**src/rtl/uart_imem_loader.sv**
```systemverilog
// Boot loader: packs UART bytes little-endian into 32-bit words and writes them to instruction memory.
// Optional inter-byte timeout is enabled by defining INTER_BYTE_TIMEOUT_EN.
module uart_imem_loader #(
  parameter int unsigned ADDR_W         = 8,
  parameter int unsigned DEPTH          = 256,
  parameter logic [31:0] END_WORD       = 32'hFFFF_FFFF,
  parameter int unsigned TIMEOUT_CYCLES = 500_000
) (
  input  logic              clk,
  input  logic              rst,
  input  logic              uart_rx_valid,
  input  logic [7:0]        uart_rx_data,
  input  logic              uart_rx_break,
  output logic              imem_we,
  output logic [ADDR_W-1:0] imem_addr,
  output logic [31:0]       imem_wdata,
  output logic              write_done,
  output logic [ADDR_W:0]   words_loaded,
  output logic              load_error
);

  typedef enum logic [1:0] {LOAD, WRITE, DONE} state_t;

  localparam logic [ADDR_W:0] DEPTH_CNT = (ADDR_W+1)'(DEPTH);

  state_t          state;
  logic [1:0]      byte_idx;
  logic [31:0]     asm_word;
  logic [31:0]     full_word;
  logic [ADDR_W:0] words_next;
  logic            gap_hit;

  assign full_word  = {uart_rx_data, asm_word[23:0]};
  assign words_next = words_loaded + (ADDR_W+1)'(1);

`ifdef INTER_BYTE_TIMEOUT_EN
  localparam int unsigned GAP_W = $clog2(TIMEOUT_CYCLES + 1);

  logic [GAP_W-1:0] gap_cnt;

  // Fires on the TIMEOUT_CYCLES-th consecutive idle cycle with a partial word pending.
  assign gap_hit = (state == LOAD) && (byte_idx != 2'd0) && !uart_rx_valid && !uart_rx_break &&
                   (gap_cnt == GAP_W'(TIMEOUT_CYCLES - 1));

  always_ff @(posedge clk or posedge rst) begin
    if (rst) begin
      gap_cnt <= '0;
    end else if (uart_rx_valid || byte_idx == 2'd0 || state != LOAD || gap_hit) begin
      gap_cnt <= '0;
    end else begin
      gap_cnt <= gap_cnt + GAP_W'(1);
    end
  end
`else
  logic unused_timeout;

  assign gap_hit        = 1'b0;
  assign unused_timeout = ^TIMEOUT_CYCLES;
`endif

  always_ff @(posedge clk or posedge rst) begin
    if (rst) begin
      state        <= LOAD;
      byte_idx     <= '0;
      asm_word     <= '0;
      imem_we      <= 1'b0;
      imem_addr    <= '0;
      imem_wdata   <= '0;
      write_done   <= 1'b0;
      words_loaded <= '0;
      load_error   <= 1'b0;
    end else begin
      case (state)
        LOAD: begin
          if (uart_rx_break) begin
            if (byte_idx != 2'd0) load_error <= 1'b1;
            byte_idx   <= '0;
            write_done <= 1'b1;
            state      <= DONE;
          end else if (uart_rx_valid) begin
            asm_word[8*byte_idx +: 8] <= uart_rx_data;
            byte_idx                  <= byte_idx + 2'd1;
            if (byte_idx == 2'd3) begin
              if (full_word == END_WORD) begin
                write_done <= 1'b1;
                state      <= DONE;
              end else begin
                imem_we    <= 1'b1;
                imem_wdata <= full_word;
                imem_addr  <= words_loaded[ADDR_W-1:0];
                state      <= WRITE;
              end
            end
          end else if (gap_hit) begin
            byte_idx   <= '0;
            load_error <= 1'b1;
          end
        end
        WRITE: begin
          // The write in flight always completes; only the follow-on state depends on BREAK/full.
          imem_we      <= 1'b0;
          words_loaded <= words_next;
          if (uart_rx_break) begin
            if (byte_idx != 2'd0) load_error <= 1'b1;
            byte_idx   <= '0;
            write_done <= 1'b1;
            state      <= DONE;
          end else if (words_next == DEPTH_CNT) begin
            write_done <= 1'b1;
            state      <= DONE;
          end else begin
            if (uart_rx_valid) begin
              asm_word[8*byte_idx +: 8] <= uart_rx_data;
              byte_idx                  <= byte_idx + 2'd1;
            end
            state <= LOAD;
          end
        end
        DONE: begin
          imem_we    <= 1'b0;
          write_done <= 1'b1;
        end
        default: state <= LOAD;
      endcase
    end
  end

endmodule

```
**config.mk**
```make
export PLATFORM = sky130hd
export DESIGN_NAME = uart_imem_loader
export DESIGN_NICKNAME = d
export VERILOG_FILES = /design/src/rtl/uart_imem_loader.sv
export SDC_FILE = /design/constraint.sdc
export NUM_CORES = 1
export LEC_CHECK = 0
export BUFFER_PORTS_ARGS = -buffer_cell sky130_fd_sc_hd__buf_2
export CAP_MARGIN = 20
export CORE_MARGIN = 2
export CORE_UTILIZATION = 55
export DETAILED_ROUTE_END_ITERATION = 10
export PLACE_DENSITY_LB_ADDON = 0.3
export SLEW_MARGIN = 40
export SYNTH_ARGS = -nofsm -noshare
export SYNTH_HDL_FRONTEND = slang
export SYNTH_SLANG_ARGS = --single-unit
```
**constraint.sdc**
```tcl
create_clock -name clk -period 2.87 [get_ports clk]
set_input_delay 0.1435 -clock clk [delete_from_list [all_inputs] [get_ports clk]]
set_output_delay 0.1435 -clock clk [all_outputs]
set_load 0.1 [all_outputs]
```
==> results of run 1 <==
-- kinds of logic (layout without fill, tap and decap cells) --
logic type | after synthesis | count (layout)
flops | 80 | 80
mux | 67 | 67
simple gates | 65 | 65
buf+inv | 45 | 122
compound gates | 18 | 18
fa+ha+maj | 10 | 10
xor+xnor | 8 | 8
-- sequential cells by signal, summed over array words and instances, names as in the netlist --
register,cells
write_done,1
asm_word,24
imem_addr,8
byte_idx,2
imem_wdata,32
words_loaded,9
state,2
load_error,1
imem_we,1
-- path summary, 6_finish.rpt --
| check | startpoint | to | slack (ps) | cells after the start |
|---|---|---|---|---|
| min in group asynchronous | rst | imem_wdata[27]$_DFFE_PP0P_ | 400 | 4 |
| max in group asynchronous | rst | imem_we$_DFFE_PP0P_ | 2120 | 4 |
| hold / removal | uart_rx_data[0] | asm_word[16]$_DFFE_PP0P_ | 80 | 3 |
| hold reg to reg | write_done$_DFFE_PP0P_ | write_done$_DFFE_PP0P_ | 470 | 2 |
| setup / recovery | state[1]$_DFFE_PP0P_ | asm_word[18]$_DFFE_PP0P_ | 440 | 7 |
| setup reg to reg | state[1]$_DFFE_PP0P_ | asm_word[18]$_DFFE_PP0P_ | 440 | 7 |
-- synthesized netlist by cell type, types with 4 or more instances --
cell | n | area, µm²
inv_1 | 36 | 135
buf_6 | 5 | 56.3
a21oi_1 | 5 | 25.0
mux2_1 | 40 | 450
buf_2 | 4 | 20.0
nand3_1 | 4 | 20.0
mux2i_1 | 26 | 260
nand4_1 | 10 | 62.6
dfrtp_1 | 80 | 2000
xnor2_1 | 7 | 61.3
nand2_1 | 31 | 116
nor3b_1 | 4 | 30.0
ha_1 | 10 | 125
-- timing repair --
action | 4_1_cts | 5_1_grt
endpoints found under the setup margin | 0 | 0
hold buffers | 1 | 0
setup buffers | 0 | 0
endpoints found under the hold margin | 80 | 0
-- power by group --
part	internal (mW)	switching [mW]	leakage, nW
clock network	0.412	0.423	0.0956
logic	0.0192	0.0475	1.46
registers	1.13	0.00114	0.969
total	1.56	0.472	2.52
-- layout by cell type (no fill, tap or decap), types with 2 or more instances in the layout --
master / count
nor3b_1: 3
dfrtp_1: 80
buf_2: 63
nor4_1: 2
a22o_1: 2
a21oi_1: 5
mux2_1: 40
nand3_1: 4
nor2b_1: 2
ha_1: 10
clkinv_4: 2
inv_1: 35
nand2_1: 31
or4b_1: 3
xnor2_1: 7
o31ai_1: 3
clkbuf_8: 9
clkbuf_1: 2
buf_4: 5
mux2i_1: 26
nand4_1: 10
o21ai_0: 2
-- cell type report --
class | count | area (µm²) | area share
repair buffers | 70 | 383 | 0.0902
multi-input cells | 168 | 1430 | 0.337
inverters | 36 | 136 | 0.0321
flip-flops and latches | 80 | 2000 | 0.472
clock inverters | 5 | 66.3 | 0.0156
well taps | 77 | 96.3 | 0.0227
clock buffers | 11 | 131 | 0.0310
-- routing by layer --
layer / global-route usage / vias up
li1: - / 1152
met4: 0.0606 / 0
met2: 0.320 / 51
met3: 0.0496 / 7
met1: 0.295 / 1177
met5: 0 / -
-- metrics by stage --
| step | hold slack, ps | setup slack, ps |
|---|---|---|
| finish | 79.4 | 436 |
| CTS | 62.7 | 430 |
| global placement | 258 | 594 |
| floorplan | 277 | 283 |
| global route | 80.8 | 280 |
| detailed placement | 265 | 479 |
-- worst reg2reg max path, delay by kind of cell, from the launching register on --
family | cells | cell delay [ps]
AOI/OAI and AO/OA | 1 | 320
adders and majority gates | 1 | 390
buffers and inverters | 1 | 110
DFF | 1 | 410
muxes | 1 | 250
and+or+nand+nor | 3 | 870
==> flow_summary.yaml, run 1 <==
pwr:
  p_per_area_nw_per_um2: 478
  power_leakage_nw: 2.52
  power.total_mw: 2.03
  irDropWorstVdd_mv: 0.340
drt:
  routed_wl_mm: 6.99
  vias: 2387
  met3_length_um: 313
  m1WireLength_mm: 3.34
  final_antenna_net_count: 0
  drt_iter0_markers: 91
  first_pass_iters: 4
  drc_errors: 0
  via_per_inst: 5.34
  wl_per_cell_um: 15.6
  dr_wl_met2_mm: 3.26
  topRoutingLayerUsed: "met4"
logic_synthesis:
  synth_xor_area_frac: 0.0193
  syn_inst: 293
  synth.distinct_cells: 36
  async_flop_share: 1.00
  ys_seq_area_frac: 0.550
  synth_edf_count: 0
  avgSynthCellArea_um2: 12.4
  synth_top_family_by_area: "multiplexers"
  muxShareOfSynthArea: 0.198
  syn_nets: 315
  synthAdderAreaFrac: 0.0344
  synth_compound_area_frac: 0.0382
  ys_ff_latch: 80
  synth-main-ff-cell: "dfrtp_1"
  yosys_warnings: 0
  syn_area_um2: 3640
  synthSimpleGateAreaFrac: 0.101
timing:
  final.setup.tns_ps: 0
  slew_headroom: 0.584
  period_share: 0.848
  rsz0062_at_grt: "false"
  clock.fmax_mhz: 411
  final_hold_viol_count: 0
  fin_worst_skew_ps: 11.5
  setup_viol: 0
  maxSlewViolCount: 0
  tightestPinTransition_ps: 618
  fin_crit_ps: 2430
clock_tree:
  cts_buffers: 9
  clock_latency_ps: 350
  cts_root_buf: "clkbuf_8"
  cts.path.max_buffers: 2
  h-tree-depth: 3
  tritoncts: "built"
  clkTransAtPathRegs_ps: 80
  cts_resized: 0
  clock_sink_count: 80
critical_path:
  arrival_ps: 2700
  slowest_delay_ps: 460
  path_max_fanout: 10
  crit_slowest_cell: "or4b_1"
  cp-start-kind: "flop"
  cp_cell_sequence: "inv_1 > ha_1 > and3_4 > nand2_2 > o311ai_4 > or4b_1 > mux2i_1"
  required_ps: 3130
  critPathKind: "flop to flop"
  critPathCaptureType: "flop"
  crit_family: "simple AND/OR/NAND/NOR gates"
  critPathBufInv: 1
final_layout:
  n_antenna_cell: 0
  design_area_um2: 4240
  fin_cells: 447
  utilization: 0.665
  nFillCells: 481
  drive_gt1_frac: 0.246
  final_nets: 387
  syn_to_final_growth_pct: 16.7
placement:
  postPlaceCellArea_um2: 4040
  place_congestion: 0.820
  io_buffers: 63
  post-dp-hpwl_mm: 4.94
  place_inst: 430
global_route:
  grt_first_pass_wirelength_mm: 11.9
  overflow: 0
  grt_pass1_vias: 2421
  grtUsageTotal: 0.207
  grt_start_max_net_pins: 81
  antenna_found_initial: 0
die:
  core_area_um2: 6390
  io_pins: 64
  initial_utilization: 0.570
  die_area_um2: 7280
  die_w_um: 85.3
  die_h_um: 85.3
  num_rows: 29
status:
  status: "completed"
min_path:
  hp-class: "primary input to flop"
job:
  cap_violations: 0
(Power assumes the default switching activity.)
==> run 2: changes to the inputs <==
clock period = 2.4 ns   (was 2.87 ns; I/O delays follow)
==> run 2 against run 1 <==
Net effect: routed wire length up 4.6%; register-to-register slack got worse by 280 ps; count of clock-buffer cells in the layout down 2; critical path type unchanged; largest power group unchanged.
==> flow_summary.yaml, run 2 (synthesis results as in run 1) <==
status:
  status: "completed"
clock_tree:
  cts_buffers: 9
  tritoncts: "built"
  h-tree-depth: 3
  clock_latency_ps: 360
  clock_sink_count: 80
  hold_buffers: 1
  cts_root_buf: "clkbuf_8"
  postCtsSetupRepairBufs: 0
  clkTransAtPathRegs_ps: 90
  cts.path.max_buffers: 2
  cts_resized: 0
timing:
  postLayoutSetupSlackWorst_ps: 158
  final_hold_viol_count: 0
  tightestPinTransition_ps: 598
  clock.fmax_mhz: 446
  final.setup.tns_ps: 0
  fin_worst_skew_ps: 13.7
  period_share: 0.934
  maxSlewViolCount: 0
  fin_crit_ps: 2240
  slew_headroom: 0.601
  rsz0062_at_grt: "false"
  setup_viol: 0
placement:
  post-dp-hpwl_mm: 5.10
  detailedPlace.worstSlack_ps: 181
  io_buffers: 63
  place_congestion: 0.806
die:
  io_pins: 64
  num_rows: 29
  core_area_um2: 6390
  die_w_um: 85.3
  die_h_um: 85.3
  die_area_um2: 7280
  initial_utilization: 0.570
final_layout:
  nFillCells: 493
  top_register: "imem_wdata"
  final_nets: 390
  reg_top3: "imem_wdata (32), asm_word (24), words_loaded (9)"
  syn_to_final_growth_pct: 18.2
  final_common_cell: "dfrtp_1"
  largest_register_ff_count: 32
  n_antenna_cell: 0
  drive_gt1_frac: 0.268
  layout_common_cells: "76 x dfrtp_1, 63 x buf_2, 40 x mux2_1"
drt:
  via_per_inst: 5.39
  drt_iter0_markers: 122
  vias: 2426
  final_antenna_net_count: 0
  wl_per_cell_um: 16.3
  drc_errors: 0
  first_pass_iters: 4
  routed_wl_mm: 7.31
global_route:
  grt_first_pass_wirelength_mm: 12.2
  grt_pass1_vias: 2546
  antenna_found_initial: 0
  grt_start_max_net_pins: 49
  grtUsageTotal: 0.216
  overflow: 0
pwr:
  p_per_area_nw_per_um2: 592
  power_leakage_nw: 2.55
  irDropWorstVdd_mv: 0.415
critical_path:
  critPathKind: "flop to flop"
  path_max_fanout: 8
  critPathCaptureType: "flop"
  r2r_slack_ps: 160
  arrival_ps: 2510
  cp-start-kind: "flop"
  required_ps: 2670
job:
  cap_violations: 0
min_path:
  hp-class: "primary input to flop"
run 2: final timing paths:
kind / start / endpoint / depth (start not counted)
min reg2reg: write_done$_DFFE_PP0P_ / write_done$_DFFE_PP0P_ / 2
max reg2reg: words_loaded[0]$_DFFE_PP0P_ / asm_word[16]$_DFFE_PP0P_ / 6
min in group asynchronous: rst / imem_wdata[27]$_DFFE_PP0P_ / 3
max: words_loaded[0]$_DFFE_PP0P_ / asm_word[16]$_DFFE_PP0P_ / 6
min: uart_rx_data[2] / asm_word[10]$_DFFE_PP0P_ / 3
max in group asynchronous: rst / asm_word[6]$_DFFE_PP0P_ / 4
run 2: worst max-delay path: stages (launching register included):
cell	delay (ps)
dfrtp_2	450
ha_1	230
and3_4	220
nand4_4	90
o311ai_4	140
or4b_1	740
mux2i_1	280
run 2: area by class of cell:
class	count	area, µm²	share of cell area
flip-flops and latches	80	2010	0.467
multi-input cells	168	1430	0.332
repair buffers	73	405	0.0943
inverters	36	136	0.0317
clock buffers	9	124	0.0288
clock inverters	7	101	0.0236
well taps	77	96.3	0.0224
run 2: report_power, final:
group          internal, mW  switching [mW]
combinational        0.0229          0.0589
sequential             1.35         0.00156
clock                 0.598           0.517
run 2: routing by layer:
layer	global-route usage	part of all wire	routed length (µm)
met2	0.339	0.48	3490
met3	0.0370	0.039	285
met1	0.293	0.46	3390
met4	0.102	0.021	157
met5	0	0	0
run 2: metrics by stage:
stage                     total power [mW]  area, µm²  utilization  hold slack [ps]  instances
after floorplan                       1.41       3640            -              254        293
after global placement                1.45       4060        0.636              193        433
after detailed placement              1.46       4060        0.636              199        433
after CTS                             2.56       4300        0.673             50.1        450
after global routing                  2.62       4300        0.673             55.1        450
final                                 2.55       4300        0.673             60.0        450
==> run 3: changes to the inputs <==
HOLD_SLACK_MARGIN = 0.12   (was not set)
PLACE_DENSITY = 0.79   (was not set)
PLACE_DENSITY_LB_ADDON = not set   (was 0.3)
==> run 3 against run 2 <==
Net effect: first-iteration DRC count fell by 25%; setup slack improved by 24 ps; combinational power rose by 11%; die area did not move; cell area rose by 1.5%; clock power barely moved; critical path depth did not move; maximum frequency rose by 1.1%; routed wire length fell by 2.4%; cell count rose by 1.3%; critical path type unchanged.
==> flow_summary.yaml, run 3 (synthesis results as in run 1) <==
timing:
  tightestPinTransition_ps: 631
  maxSlewViolCount: 0
  fin_crit_ps: 2220
  rsz0062_at_grt: "false"
  slew_headroom: 0.579
  fin_worst_skew_ps: 11.3
  final.setup.tns_ps: 0
  period_share: 0.924
  final_hold_viol_count: 0
  clock.fmax_mhz: 451
  setup_viol: 0
drt:
  final_antenna_net_count: 0
  first_pass_iters: 5
  drt_iter0_markers: 91
  vias: 2437
  wl_per_cell_um: 15.6
  via_per_inst: 5.34
  routed_wl_mm: 7.13
  drc_errors: 0
final_layout:
  fin_cells: 456
  reg_top3: "imem_wdata (32), asm_word (24), words_loaded (9)"
  utilization: 0.684
  final_common_cell: "dfrtp_1"
  largest_register_ff_count: 32
  drive_gt1_frac: 0.259
  design_area_um2: 4370
  syn_to_final_growth_pct: 20.0
  top_register: "imem_wdata"
  n_antenna_cell: 0
  layout_common_cells: "76 x dfrtp_1, 63 x buf_2, 40 x mux2_1"
  final_nets: 397
clock_tree:
  cts_root_buf: "clkbuf_8"
  clock_latency_ps: 360
  clkTransAtPathRegs_ps: 90
  tritoncts: "built"
  clock_sink_count: 80
  h-tree-depth: 3
  cts_buffers: 9
  cts.path.max_buffers: 2
global_route:
  grtUsageTotal: 0.215
  grt_pass1_vias: 2550
  overflow: 0
  grt_first_pass_wirelength_mm: 12.1
  antenna_found_initial: 0
  grt_start_max_net_pins: 46
placement:
  io_buffers: 63
  place_congestion: 0.788
  post-dp-hpwl_mm: 5.03
  postPlaceCellArea_um2: 4060
  place_inst: 432
die:
  core_area_um2: 6390
  initial_utilization: 0.570
  num_rows: 29
  die_w_um: 85.3
  io_pins: 64
  die_area_um2: 7280
  die_h_um: 85.3
critical_path:
  critPathCaptureType: "flop"
  r2r_cells: 6
  path_max_fanout: 8
  cp-start-kind: "flop"
  critPathKind: "flop to flop"
  r2r_slack_ps: 180
  rr_endpoint: "asm_word[13]$_DFFE_PP0P_"
  reg2reg_from: "words_loaded[0]$_DFFE_PP0P_"
  cp_cell_sequence: "ha_1 > and3_4 > nand4_4 > o311ai_4 > or4b_1 > mux2i_1"
  required_ps: 2630
  arrival_ps: 2440
  crit_slowest_cell: "or4b_1"
  slowest_delay_ps: 740
pwr:
  irDropWorstVdd_mv: 0.414
  p_per_area_nw_per_um2: 579
  intPower_mw: 1.99
  power_leakage_nw: 2.57
  clockPowerShare: 0.430
  p_switching_mw: 0.541
  seq_power_share: 0.534
  netSwitchingFraction: 0.214
  combPwrFrac: 0.036
min_path:
  whs_endpoint: "load_error$_DFFE_PP0P_"
  worstHoldStart: "uart_rx_break"
  hp-class: "primary input to flop"
  worstHoldPathCells: 3
status:
  status: "completed"
job:
  cap_violations: 0
[run 3: cell types whose count changed in the layout (fill, tap and decap cells not counted), sizes merged]
cell and change:
dlygate4sd3 +8, inv -3, buf -1, clkbuf +1
clkinv +1
[run 3: worst max-delay path by stage]
| stage | cells after the start | startpoint | end | slack [ps] |
|---|---|---|---|---|
| floorplan | 6 | words_loaded[4]$_DFFE_PP0P_ | asm_word[0]$_DFFE_PP0P_ | 9 |
| global placement | 6 | words_loaded[0]$_DFFE_PP0P_ | asm_word[11]$_DFFE_PP0P_ | 240 |
| detailed placement | 6 | words_loaded[0]$_DFFE_PP0P_ | asm_word[13]$_DFFE_PP0P_ | 200 |
| CTS | 6 | words_loaded[0]$_DFFE_PP0P_ | asm_word[13]$_DFFE_PP0P_ | 180 |
| global route | 6 | words_loaded[0]$_DFFE_PP0P_ | asm_word[9]$_DFFE_PP0P_ | 90 |
| finish | 6 | words_loaded[0]$_DFFE_PP0P_ | asm_word[13]$_DFFE_PP0P_ | 180 |
[run 3: power by group through the flow]
stage / Combinational [mW] / Clock [mW] / Sequential (mW)
after floorplan: 0.0388 / 0 / 1.38
after global placement: 0.0794 / 0 / 1.38
final: 0.0910 / 1.09 / 1.35
after global routing: 0.104 / 1.16 / 1.35
after CTS: 0.0922 / 1.11 / 1.35
after detailed placement: 0.0806 / 0 / 1.38
[run 3: cell type report]
cell class	instances	area [µm²]
tap	77	96.3
clock buffer	10	138
fill	473	2020
clock inverter	5	81.3
multi-input combinational	168	1430
sequential	80	2010
inverter	36	136
timing repair buffer	80	478
[run 3: worst max-delay path, delay by kind of cell, from the launching register on]
family	cells	cell delay, ps
compound gates	1	140
fa+ha+maj	1	240
mux	1	210
simple gates	3	1050
flops	1	450
[run 3: metal layers]
layer	up-vias	routed length, µm	track usage
met4	0	90	0.0678
met5	-	0	0
met2	54	3440	0.341
met3	9	273	0.0593
li1	1166	-	-
met1	1208	3330	0.289
[run 3: through the flow]
| step | total power, mW | hold slack [ps] | setup WS, ps |
|---|---|---|---|
| 6_report | 2.53 | 158 | 182 |
| 2_1_floorplan | 1.41 | 254 | 9.21 |
| 3_5_place_dp | 1.46 | 217 | 199 |
| 4_1_cts | 2.55 | 134 | 175 |
| 5_1_grt | 2.61 | 166 | 91.3 |
| 3_3_place_gp | 1.45 | 204 | 239 |
[run 3: repair_timing]
| item | 4_1_cts | 5_1_grt |
|---|---|---|
| hold buffers | 9 | 0 |
| buffers inserted | 0 | 0 |
| resized for setup | 0 | 0 |
| hold endpoints to repair | 67 | 0 |
